==> src/rtl/uart_parity_unit.sv <==
// UART parity engine: generates the TX parity bit and checks the RX parity bit.
// Supports even/odd/mark/space parity, a runtime data length, and sticky/counted RX errors.
module uart_parity_unit #(
  parameter int MAX_WIDTH     = 9,
  parameter int ERR_CNT_WIDTH = 8
) (
  input  logic                     CLK,
  input  logic                     RST,
  input  logic                     parity_enable,
  input  logic [1:0]               PAR_TYP,
  input  logic [3:0]               DATA_LEN,
  input  logic [MAX_WIDTH-1:0]     P_DATA,
  input  logic                     Data_Valid,
  input  logic [MAX_WIDTH-1:0]     RX_DATA,
  input  logic                     RX_PAR_BIT,
  input  logic                     RX_Valid,
  input  logic                     ERR_CLR,
  output logic                     parity_bit,
  output logic                     par_valid,
  output logic                     par_err,
  output logic                     par_err_sticky,
  output logic [ERR_CNT_WIDTH-1:0] err_count
);

  localparam logic [4:0] MIN_LEN = 5'd5;
  localparam logic [4:0] MAX_LEN = 5'(MAX_WIDTH);

  logic [4:0]           data_len;
  logic [MAX_WIDTH-1:0] len_mask;
  logic                 tx_fire;
  logic                 rx_fire;
  logic                 tx_parity;
  logic                 rx_expected;
  logic                 rx_mismatch;

  function automatic logic parity_of(input logic [MAX_WIDTH-1:0] word,
                                     input logic [1:0]           typ);
    logic result;
    case (typ)
      2'b00:   result = ^word;
      2'b01:   result = ~^word;
      2'b10:   result = 1'b1;
      default: result = 1'b0;
    endcase
    return result;
  endfunction

  // Out-of-range lengths are clamped rather than rejected.
  always_comb begin
    data_len = {1'b0, DATA_LEN};
    if (DATA_LEN < 4'd5) begin
      data_len = MIN_LEN;
    end else if ({1'b0, DATA_LEN} > MAX_LEN) begin
      data_len = MAX_LEN;
    end
  end

  always_comb begin
    len_mask = '0;
    for (int i = 0; i < MAX_WIDTH; i++) begin
      len_mask[i] = (5'(i) < data_len);
    end
  end

  assign tx_fire     = Data_Valid & parity_enable;
  assign rx_fire     = RX_Valid & parity_enable;
  assign tx_parity   = parity_of(P_DATA & len_mask, PAR_TYP);
  assign rx_expected = parity_of(RX_DATA & len_mask, PAR_TYP);
  assign rx_mismatch = rx_fire & (rx_expected != RX_PAR_BIT);

  // ERR_CLR outranks a same-cycle mismatch, but the par_err pulse is still reported.
  always_ff @(posedge CLK) begin
    if (!RST) begin
      parity_bit     <= 1'b0;
      par_valid      <= 1'b0;
      par_err        <= 1'b0;
      par_err_sticky <= 1'b0;
      err_count      <= '0;
    end else begin
      par_valid <= tx_fire;
      if (tx_fire) begin
        parity_bit <= tx_parity;
      end
      par_err <= rx_mismatch;
      if (ERR_CLR) begin
        par_err_sticky <= 1'b0;
        err_count      <= '0;
      end else if (rx_mismatch) begin
        par_err_sticky <= 1'b1;
        if (err_count != '1) begin
          err_count <= err_count + ERR_CNT_WIDTH'(1);
        end
      end
    end
  end

endmodule
==> config.mk <==
export PLATFORM = sky130hd
export DESIGN_NAME = uart_parity_unit
export DESIGN_NICKNAME = d
export VERILOG_FILES = /design/src/rtl/uart_parity_unit.sv
export SDC_FILE = /design/constraint.sdc
export NUM_CORES = 1
export LEC_CHECK = 0
export ABC_AREA = 1
export BUFFER_PORTS_ARGS = -buffer_cell sky130_fd_sc_hd__buf_2
export CAP_MARGIN = 30
export CORE_ASPECT_RATIO = 1.4
export CORE_UTILIZATION = 32
export CTS_BUF_LIST = sky130_fd_sc_hd__clkbuf_2 sky130_fd_sc_hd__clkbuf_4 sky130_fd_sc_hd__clkbuf_8
export CTS_CLUSTER_DIAMETER = 60
export CTS_CLUSTER_SIZE = 24
export DETAILED_ROUTE_END_ITERATION = 10
export PLACE_DENSITY = 0.56
export SYNTH_ARGS = -nofsm -noshare
export SYNTH_HDL_FRONTEND = slang
export SYNTH_SLANG_ARGS = --single-unit
==> constraint.sdc <==
create_clock -name CLK -period 2.33 [get_ports CLK]
set_clock_uncertainty 0.1 [all_clocks]
set_input_delay 0.466 -clock CLK [delete_from_list [all_inputs] [get_ports CLK]]
set_output_delay 0.466 -clock CLK [all_outputs]
set_load 0.02 [all_outputs]
==> metrics.md <==
| Metric | Value |
|---|---|
| Status | `finished clean` |
| Setup violators final | `0` |
| Syn avg cell area | `between 6 and 7 um2` |
| Hold WC Path Type | `reg -> reg` |
| Hold Crit Depth | `2` |
| Setup crit end kind | `flop` |
| TritonRoute pass-1 iters | `4` |
| Max Fanout on Critical Path | `9` |
| Synth Cell Area | `996.0 um2` |
| Final hold viol count | `0` |
| Min cycle time layout | `approximately 1.8 ns` |
| Num CTS Buffers | `3` |
| Fmax | `~0.55 GHz` |
| Seq/Total Area, Yosys | `~24%` |
| Crit path DAT | `1.83 ns` |
| Pwr dens | `between 400 and 500 nW/um2` |
| CTS tree | `done` |
| RSZ-0062 raised after global routing | `false` |
| Row count | `23` |
| Largest net degree at the start of global routing | `10` |
| GRT Util Overall | `15.16%` |
| Register area | `between 200 and 250 um2` |
| Slew HR | `roughly 75%` |
| Design area | `~1300 um2` |
| Die area | `around 3300 um2` |
| Worst-case vdd ir drop | `between 0.2 and 0.25 mV` |
| Synthesized Nets | `between 150 and 200` |
| CTS max path bufs | `2` |
| Vias | `roughly 1100` |
| Crit Path Class | `in -> reg` |
| NumNets Final | `about 230` |
| Die X | `49.15 um` |
| Fillers | `approximately 320` |
| CP required | `2.35 ns` |
| Setup_tns | `0 ns` |
| IO Pins | `between 40 and 50` |
| Synthesized flop and latch total | `12` |
| Post-CTS setup buffers | `0` |
| Fin Hold WS | `~0.36 ns` |
| Multi-input combinational cell area | `around 670 um2` |
| Routed length per placed instance | `around 9.4 um` |
| Final Max Slew Viols | `0` |
| Synth warn | `0` |
| Placed cell area | `1252 um2` |
| Worst Setup Start Kind | `input port` |
| Via density | `about 4.5` |
| First-pass GRT wire length | `between 3000 and 4000 um` |
| Port bufs | `between 40 and 50` |
| H-tree depth | `1` |
| R2R depth | `6` |
| Remaining global-route overflow | `0` |
| Syn Inst Count | `about 150` |
| Setup WS post-layout | `roughly 0.52 ns` |
| Clk pin slew, worst setup/hold paths | `0.05 ns` |
| Tcrit/Tclk final | `77.88%` |
| Share of cells above drive strength 1 | `between 20% and 30%` |
| Max-Cap Viols | `0` |
| Least-Margin Pin Slew | `between 0.3 and 0.4 ns` |
| Pre-CTS setup slack | `between 0.2 and 0.3 ns` |
| Ant diodes | `0` |
| LEAKAGE | `around 0.00071 uW` |
| Dpl hpwl | `about 1900 um` |
| Chip height | `~68 um` |
| WL final | `2232 um` |
| CTS Root Cell | `clkbuf_8` |
| GPL Wtd Cong | `approximately 0.82` |
| Clock sink total | `12` |
| DRT iter0 DRCs | `33` |
| Vias in the first global route | `971` |
| Core area | `around 2900 um2` |
| Yosys cell types | `20` |
| Area Overhead vs Synth | `31.28%` |
| Hold_buf cts | `0` |
| Initial Util | `about a third` |
| Final ANT Viol Nets | `0` |
| Tot Pwr | `615.5 uW` |
| Post-CTS Resized | `0` |
| Drt drc | `0` |
| Initial antenna violation count | `0` |
| Clk_lat worst skew | `0.24 ns` |
==> path summary, 6_finish.rpt <==
check,startpoint,endpoint,slack [ns]
worst max-delay path,DATA_LEN[3],err_count[3],0.52
worst min-delay path,par_err_sticky,par_err_sticky,0.36
worst max register to register,err_count[0],err_count[3],0.56
worst min register to register,par_err_sticky,par_err_sticky,0.36
==> power by group <==
part	internal, uW	total [uW]	switching (uW)
clock network	149	225	75.8
logic	71.3	178	107
registers	210	213	2.40
total	431	615	185
==> final cells by class <==
class | instances | share of cell area [%]
flip-flops and latches | 12 | 18.37
repair buffers | 42 | 16.08
well taps | 37 | 3.541
clock buffers | 4 | 4.211
multi-input cells | 119 | 51.20
inverters | 23 | 6.603
==> logic make-up after synthesis <==
kind of cell	synth area share, %
AOI/OAI and AO/OA	6.659
buffers and inverters	8.668
DFF	24.12
and+or+nand+nor	46.11
adders and majority gates	1.256
xor gates and xnor gates	13.19
==> per-stage QoR <==
step           util, %  std cells
2_1_floorplan        -        154
3_3_place_gp     43.09        233
3_5_place_dp     43.09        233
4_1_cts          44.98        237
5_1_grt          44.98        237
6_report         44.98        237
==> registers in the layout, indices dropped and copies added, names as in the netlist <==
signal and count:
par_err_sticky 1, parity_bit 1, par_err 1, par_valid 1, err_count 8
==> layout by cell type (no fill, tap or decap), drive strengths merged <==
cell type	synthesis	routed
nor4	1	1
xnor2	6	6
buf	0	42
a21oi	11	11
nand3	15	15
ha	1	1
inv	22	22
nor2	8	8
nand4	11	11
nand3b	1	1
clkinv	1	1
clkbuf	0	4
dfxtp	12	12
xor2	9	9
nand2	56	56
==> layer usage <==
layer	global-route usage (%)	vias up	part of all wire, %	wire length, um
met5	0	-	0	0
met4	5.515	0	0.90	20
met3	2.889	4	6.4	143
met2	28.42	38	50	1121
met1	16.89	436	42	946
li1	-	589	-	-
==> Yosys cell counts, drive strengths merged <==
cell type / n / area share [%]
nand2: 56 / 23
inv: 22 / 8.3
nand3: 15 / 10
dfxtp: 12 / 24
a21oi: 11 / 6.7
nand4: 11 / 8.4
xor2: 9 / 7.9
nor2: 8 / 3.0
xnor2: 6 / 5.3
clkinv: 1 / 0.38
ha: 1 / 1.3
nand3b: 1 / 1.1
nor4: 1 / 0.63
==> worst max-delay path, cell delays in order <==
cell and delay [ns]:
buf_2 0.13, inv_2 0.09, nand2_2 0.07, nand3_2 0.09
clkinv_1 0.06, nand2_1 0.07, nand2_1 0.05, nand2_1 0.07
nand2_1 0.05, nand2_1 0.06, nand3_2 0.10, nand3_4 0.16
nand4_4 0.19, nand2_1 0.11, a21oi_1 0.07
Power figures use the tool's default switching activity.
